<file path="src/rtl/npn_sweep_pkg.sv">
// Shared types, constants and helpers for the NPN truth-table sweeper.
package npn_sweep_pkg;

  typedef enum logic [1:0] {
    IDLE  = 2'd0,
    CHECK = 2'd1,
    EVAL  = 2'd2,
    FIN   = 2'd3
  } state_t;

  localparam int unsigned NMINTERM = 16;
  localparam int unsigned PERM_W   = 8;

  // Four 2-bit fields form a bijection exactly when every value 0..3 appears.
  function automatic logic perm_is_bijective(input logic [PERM_W-1:0] p);
    logic [3:0] seen;
    seen = '0;
    for (int unsigned i = 0; i < 4; i++) begin
      seen[p[2*i +: 2]] = 1'b1;
    end
    return &seen;
  endfunction

endpackage

</file>
<file path="src/rtl/npn_input_xform.sv">
// Combinational input side of the NPN transform: permute minterm bits, then negate.
module npn_input_xform
  import npn_sweep_pkg::*;
(
  input  logic [3:0]        i_m,
  input  logic [PERM_W-1:0] i_perm,
  input  logic [3:0]        i_neg_mask,
  output logic [3:0]        o_x
);

  // Netlist input i takes minterm bit perm_i, optionally inverted.
  always_comb begin
    o_x = '0;
    for (int unsigned i = 0; i < 4; i++) begin
      o_x[i] = i_m[i_perm[2*i +: 2]] ^ i_neg_mask[i];
    end
  end

endmodule

</file>
<file path="src/rtl/npn_tt_sweeper.sv">
// Sweeps a 4-input netlist over all minterms through an NPN transform and
// captures/compares the resulting truth table.
module npn_tt_sweeper
  import npn_sweep_pkg::*;
#(
  parameter int unsigned SETTLE = 1,
  parameter int unsigned NIN    = 4
) (
  input  logic        clk,
  input  logic        rst_n,
  input  logic        start,
  input  logic        abort,
  input  logic [7:0]  perm,
  input  logic [3:0]  neg_mask,
  input  logic        out_neg,
  input  logic [15:0] exp_tt,
  output logic [3:0]  dut_x,
  input  logic        dut_y,
  output logic        busy,
  output logic        done,
  output logic [15:0] tt,
  output logic        match,
  output logic        perm_err
);

  if (NIN != 4) begin : g_nin_check
    $error("npn_tt_sweeper: NIN must be 4");
  end
  if (SETTLE > 7) begin : g_settle_check
    $error("npn_tt_sweeper: SETTLE must be 0..7");
  end

  localparam logic [2:0] SETTLE_C = 3'(SETTLE);
  localparam logic [3:0] M_LAST   = 4'(NMINTERM - 1);

  state_t      r_state, w_state_next;
  logic [3:0]  r_m, w_m_next;
  logic [2:0]  r_c;
  logic [7:0]  r_perm;
  logic [3:0]  r_neg;
  logic        r_out_neg;
  logic [15:0] r_exp;
  logic [15:0] r_tt, w_tt_upd;
  logic [3:0]  r_dut_x, w_x_next;
  logic        r_match, r_perm_err;
  logic        w_sample, w_capture, w_perm_ok;

  assign w_perm_ok = perm_is_bijective(r_perm);
  assign w_sample  = (r_state == EVAL) && (r_c == SETTLE_C);
  assign w_capture = w_sample && !abort;

  // The transform sees the minterm of the *next* cycle so dut_x is registered
  // on the same edge that advances m.
  npn_input_xform u_xform (
    .i_m        (w_m_next),
    .i_perm     (r_perm),
    .i_neg_mask (r_neg),
    .o_x        (w_x_next)
  );

  // State register.
  always_ff @(posedge clk or negedge rst_n) begin
    if (!rst_n) r_state <= IDLE;
    else        r_state <= w_state_next;
  end

  // Next-state and next-minterm selection.
  always_comb begin
    w_state_next = r_state;
    w_m_next     = r_m;
    case (r_state)
      IDLE:  if (start && !abort) w_state_next = CHECK;
      CHECK: begin
        if (abort)           w_state_next = IDLE;
        else if (!w_perm_ok) w_state_next = FIN;
        else begin
          w_state_next = EVAL;
          w_m_next     = '0;
        end
      end
      EVAL: begin
        if (abort) w_state_next = IDLE;
        else if (w_sample) begin
          if (r_m == M_LAST) w_state_next = FIN;
          else               w_m_next     = r_m + 4'd1;
        end
      end
      FIN:     w_state_next = IDLE;
      default: w_state_next = IDLE;
    endcase
  end

  // Truth table with the current sample merged in, so match on entry to FIN
  // already reflects the final minterm.
  always_comb begin
    w_tt_upd = r_tt;
    if (w_capture) w_tt_upd[r_m] = dut_y ^ r_out_neg;
  end

  // Configuration latch, counters, capture and result registers.
  always_ff @(posedge clk or negedge rst_n) begin
    if (!rst_n) begin
      r_m        <= '0;
      r_c        <= '0;
      r_perm     <= '0;
      r_neg      <= '0;
      r_out_neg  <= 1'b0;
      r_exp      <= '0;
      r_tt       <= '0;
      r_dut_x    <= '0;
      r_match    <= 1'b0;
      r_perm_err <= 1'b0;
    end else begin
      if (r_state == IDLE && w_state_next == CHECK) begin
        r_perm     <= perm;
        r_neg      <= neg_mask;
        r_out_neg  <= out_neg;
        r_exp      <= exp_tt;
        r_tt       <= '0;
        r_match    <= 1'b0;
        r_perm_err <= 1'b0;
      end
      if (r_state == CHECK && w_state_next == FIN) r_perm_err <= 1'b1;
      r_m <= w_m_next;
      if (r_state == CHECK)     r_c <= '0;
      else if (r_state == EVAL) r_c <= w_sample ? 3'd0 : r_c + 3'd1;
      if (w_capture) r_tt <= w_tt_upd;
      if (w_state_next == FIN && r_state != FIN)
        r_match <= (w_tt_upd == r_exp) && w_perm_ok;
      r_dut_x <= (w_state_next == EVAL) ? w_x_next : 4'd0;
    end
  end

  assign dut_x    = r_dut_x;
  assign busy     = (r_state == CHECK) || (r_state == EVAL);
  assign done     = (r_state == FIN);
  assign tt       = r_tt;
  assign match    = r_match;
  assign perm_err = r_perm_err;

endmodule

</file>
<file path="config.mk">
export PLATFORM = sky130hd
export DESIGN_NAME = npn_tt_sweeper
export DESIGN_NICKNAME = d
export VERILOG_FILES = /design/src/rtl/npn_sweep_pkg.sv /design/src/rtl/npn_input_xform.sv /design/src/rtl/npn_tt_sweeper.sv
export SDC_FILE = /design/constraint.sdc
export NUM_CORES = 1
export LEC_CHECK = 0
export CAP_MARGIN = 20
export CORE_MARGIN = 5
export CORE_UTILIZATION = 59
export CTS_CLUSTER_SIZE = 12
export DETAILED_ROUTE_END_ITERATION = 8
export PLACE_DENSITY = 0.91
export SYNTH_ARGS = -nofsm -noshare
export SYNTH_HDL_FRONTEND = slang
export SYNTH_SLANG_ARGS = --single-unit
</file>
<file path="constraint.sdc">
create_clock -name clk -period 4.15 [get_ports clk]
set_input_delay 0.6225 -clock clk [delete_from_list [all_inputs] [get_ports clk]]
set_output_delay 0.6225 -clock clk [all_outputs]
set_load 0.01 [all_outputs]
</file>
# Word level (Yosys, flattened, before mapping)
# Cells that the tools add are included.
# totals
register_bits	60
input_bits	34
output_inout_bits	24
wordCells	103
# op_classes
addsub	2
magnitude_cmp	10
n_eq_ne	10
muxes	42
n_bitwise	8
reduce_logical	20
# op_table
operator	n
two-way mux 16 bit	3
two-way mux 4 bit	6
bitwise mux 16 bit	1
equality test 16 bit	1
two-way mux 1 bit	13
logical AND 1 bit	12
less-than comparator 2 x 3 -> 1 bit, second input constant	4
OR 4 bit	3
two-way mux 2 bit	5
two-way mux 3 bit	3
binary-select mux 1 bit (select 2 bit)	4
demux 1 bit (select 2 bit)	4
equality test 2 bit, second input constant	4
greater-or-equal comparator 2 x 1 -> 1 bit, second input constant	4
one-hot mux 2 bit (4 select lines)	1
one-hot mux 4 bit (2 select lines)	1
nonzero test 2 bit	4
less-than comparator 4 x 5 -> 1 bit, second input constant	1
bitwise XOR 1 bit	5
adder 4 x 1 -> 4 bit, second input constant	1
demux 1 bit (select 4 bit)	1
equality test 2 x 1 -> 1 bit, second input constant	2
equality test 4 bit, second input constant	1
greater-or-equal comparator 4 x 1 -> 1 bit, second input constant	1
7 further kinds	7

# Logic depth before layout (Yosys ltp)
# depth
ltp_word	15
mapped_depth	11

# By module
# A second synthesis with hierarchy kept.
# unflattened
cells_unflattened	360
hier_area_um2	3658.5
# modules_own_cells
module	instances	cells_per_inst	area_each_um2	seq_area_each_um2
npn_tt_sweeper	1	352	3533.4	1501.4
npn_input_xform	1	8	125.1	0.0

# Worst setup path before layout
# No wires, ideal clock.
# synth_timing
kind	flip-flop to flip-flop
from	register r_state[0]
to	register r_match, in the netlist match
arrival_time_ns	2.451
t_required_ns	4.040
path_slack_ns	1.589
stages_incl_launch_ff	11
path_buffers	1
synth_period_minus_slack_ns	2.561
cell_sequence	dfrtp_1 -> inv_1 -> ha_1 -> buf_4 -> nand3b_4 -> nor3_1 -> nor2_1 -> o21ai_0 -> nand4b_1 -> or4b_1 -> o41ai_1
# synth_via
elab_chain_len	8
word_cells_on_any_way	21
# synth_lines
item	line_no	source
start, declared	npn_tt_sweeper.sv:36	state_t r_state, w_state_next;
start signal, assigned	npn_tt_sweeper.sv:64	else r_state <= w_state_next;
equality test 2 bit	npn_tt_sweeper.sv:49, npn_tt_sweeper.sv:71	
logical AND 1 bit	npn_tt_sweeper.sv:49	assign w_sample = (r_state == EVAL) && (r_c == SETTLE_C);
two-way mux 2 bit	npn_tt_sweeper.sv:83	else if (w_sample) begin
two-way mux 2 bit	npn_tt_sweeper.sv:82	if (abort) w_state_next = IDLE;
one-hot mux 2 bit (4 select lines)	npn_tt_sweeper.sv:71	case (r_state)
equality test 2 bit or equality test 2 x 1 -> 1 bit (tied branches)	npn_tt_sweeper.sv:128, npn_tt_sweeper.sv:114	
logical AND 1 bit (on tied branches)	npn_tt_sweeper.sv:128, npn_tt_sweeper.sv:114	
two-way mux 1 bit or nonzero test 2 bit (tied branches)	--	
end signal, assigned	npn_tt_sweeper.sv:129	r_match <= (w_tt_upd == r_exp) && w_perm_ok;
end, declared	npn_tt_sweeper.sv:45	logic r_match, r_perm_err;
# Several ways; a longest one is shown, not always the timed one.
# A chain may end at the register's enable or synchronous reset.

# Worst setup path after layout
# Same ends and word-level chain as after synthesis.

==> flow_metrics.tcl <==
set metrics [dict create \
    seq_area_frac_synth_pct 38.9 \
    cts_tree "built" \
    core-area_um2 6350 \
    hold_class "in -> async" \
    grt_pass1_vias 3215 \
    switching_share_pct 37.1 \
    layout_setup_ws_ps 711 \
    place_ws_ps 525 \
    die_w_um 90.8 \
    clock_latency_ps 350 \
    gp_congestion 0.860 \
    worstMarginPinSlew_ps 738 \
    power_frac_comb_pct 46.9 \
    path_clk_slew_ps 70 \
    die_area_um2 8250 \
    cts-root-buf "clkbuf_8" \
    yosys_register_bits 60 \
    viasPerCell 6.23 \
    start_kind "flip-flop" \
    maxCapViolCount 0 \
    p_clk_share_pct 20.2 \
    cts_buffers 9 \
    leakage_nw 1.99 \
    ir_drop_uv 488 \
    path_class "reg -> reg" \
    core.rowCount 29 \
    worstPathMaxFanout 14 \
    synth_area_um2 3850 \
    final_area_um2 4660 \
    routed_wl_um 9440 \
    vias 3262 \
    antenna_found_initial 0 \
    yosysWarnings 0 \
    hold_violations 0 \
    timing.rr.end "match" \
    drtIter0Drc 271 \
    seq_area_um2 1500 \
    synthFlopType "dfrtp_1" \
    max_freq_mhz 291 \
    p_sw_w 0.00110 \
    wl_per_cell_um 18.0 \
    place_hpwl_um 6710 \
    worst_ep_required_time_ps 4390 \
    n_antenna_cell 0 \
    fin_worst_skew_ps 9.55 \
    multiInputGateArea_um2 2100 \
    end_kind "flip-flop" \
    slew_viol_final 0 \
    overflow 0 \
    post_cts_buffers 0 \
    drive_above_1_share_pct 14.8 \
    tns_ps 0 \
    pwr-share-seq_pct 32.9 \
    synth-async-reset-ratio_pct 100 \
    p_int_w 0.00186 \
    grt_pass1_wl_um 15600 \
    crit_arrival_ps 3680 \
    cts_sinks 60 \
    cts_buffer_depth 2 \
    fin_crit_sh_pct 82.9 \
    grt_max_degree 37 \
    io_pins 58 \
    fillers 450 \
    syn_inst 389 \
    syn_area_per_cell_um2 9.91 \
    ys_types 59 \
    cts_hold_buf 0 \
    syn_to_final_growth_pct 20.9 \
    slew_headroom_pct 50.8 \
    syn_nets 433 \
    r2r_slack_ps 710 \
    nets 486 \
    synth-edff-count 0 \
    final_antenna_net_count 0 \
    firstDrtPassIters 5 \
    grt_setup_unrepaired "false" \
    setup_viol_count_final 0 \
    grt_usage_pct 23.3 \
    reg2regPathDepth 9 \
    fp.dieH_um 90.8 \
    portBuffers 57 \
    dpl_cell_area_um2 4430 \
    start_util_pct 60.7 \
    ctsResizeCount 0 \
    power_density_nw_per_um2 636 \
    status "finished, final reports clean" \
    htreeDepth 3 \
    r2r-start "r_state[0]" \
    post-route-drc-count 0 \
    min_period_ps 3440 \
]
## worst max-delay path, stage by stage, from the launching register on
cell	delay, ps
dfrtp_1	440
inv_1	110
ha_1	450
and4bb_2	530
nand2_1	340
nor2_1	190
a211oi_1	70
a2111oi_0	390
or4b_1	490
o41ai_1	350
## logic make-up after synthesis
group                    share of synthesized area [%]
AO/OA/AOI/OAI                                     17.9
XOR/XNOR                                          3.15
adder cells (fa/ha/maj)                           3.25
buffers and inverters                             6.52
flip-flops                                        38.9
multiplexers                                      15.8
AND/OR/NAND/NOR                                   14.3
## sequential cells by signal, indices dropped and copies added, names as in the netlist
name,flops
r_exp,16
tt,16
r_perm,8
dut_x,4
r_m,4
r_neg,4
r_c,3
r_state,2
match,1
perm_err,1
r_out_neg,1
## layout by cell type, fill, tap and decap left out, drive strengths merged, types with 11 or more instances in the layout
master / n
clkbuf: 11
nor2: 16
a21oi: 31
inv: 33
o21ai: 24
nand3: 12
nand2: 37
dfrtp: 60
o22ai: 18
clkdlybuf4s50: 56
mux2: 29
mux2i: 13
## cell type report
cell class / count / area share (%)
clock buffer: 11 / 3.03
sequential: 60 / 32.2
tap: 77 / 2.07
multi-input combinational: 275 / 45.1
inverter: 33 / 2.66
clock inverter: 5 / 1.83
timing repair buffer: 63 / 13.1
## stage by stage
stage | utilization [%] | hold WS (ps) | cells | total power (W)
detailed placement | 69.8 | 483 | 508 | 0.00235
floorplan | - | 327 | 389 | 0.00203
CTS | 73.4 | 350 | 524 | 0.00296
finish | 73.4 | 331 | 524 | 0.00296
global placement | 69.8 | 478 | 508 | 0.00227
global route | 73.4 | 392 | 524 | 0.00314
## layer usage
metal | global-route usage, % | routed length [um]
met1 | 31.1 | 3920
met3 | 5.83 | 742
met5 | 0 | 0
met4 | 7.82 | 169
met2 | 37.0 | 4610
## power by group through the flow
| stage | clock network (W) | registers (W) | logic, W |
|---|---|---|---|
| 6_report | 0.000598 | 0.000976 | 0.00139 |
| 5_1_grt | 0.000634 | 0.00100 | 0.00150 |
| 4_1_cts | 0.000606 | 0.000971 | 0.00138 |
| 3_5_place_dp | 0 | 0.000976 | 0.00137 |
| 3_3_place_gp | 0 | 0.000963 | 0.00131 |
| 2_1_floorplan | 0 | 0.000924 | 0.00111 |
## synthesized netlist by cell type (all sizes together) (2+ instances only)
cell / number / area share (%)
dfrtp: 60 / 39
clkbuf: 7 / 0.68
o22ai: 18 / 2.9
nor3: 4 / 0.52
nand2b: 8 / 1.3
mux4: 3 / 1.8
nand4: 7 / 1.1
mux2i: 13 / 3.4
xnor2: 6 / 1.4
nor2: 16 / 1.6
o31ai: 2 / 0.39
nand3: 12 / 1.6
a32oi: 2 / 0.45
a21oi: 31 / 4.0
nor3b: 4 / 0.78
nand2: 37 / 3.7
o21a: 2 / 0.39
inv: 33 / 3.2
a2111oi: 2 / 0.94
o21ai: 24 / 3.1
a211oi: 2 / 0.39
a22oi: 2 / 0.39
nor2b: 7 / 1.1
mux2: 29 / 11
and2b: 2 / 0.39
o311ai: 2 / 0.91
a31o: 2 / 0.45
ha: 10 / 3.2
a31oi: 2 / 0.32
xor2: 7 / 1.8
buf: 14 / 2.6
## worst max-delay path by stage
stage / endpoint / slack, ps / start
after floorplan: match / 1590 / r_state[0]
after global placement: match / 660 / abort
after detailed placement: match / 530 / abort
after CTS: match / 770 / r_state[0]
after global routing: match / 310 / r_state[0]
final: match / 710 / r_state[0]
Note: power is estimated with default switching activity, not from simulation.
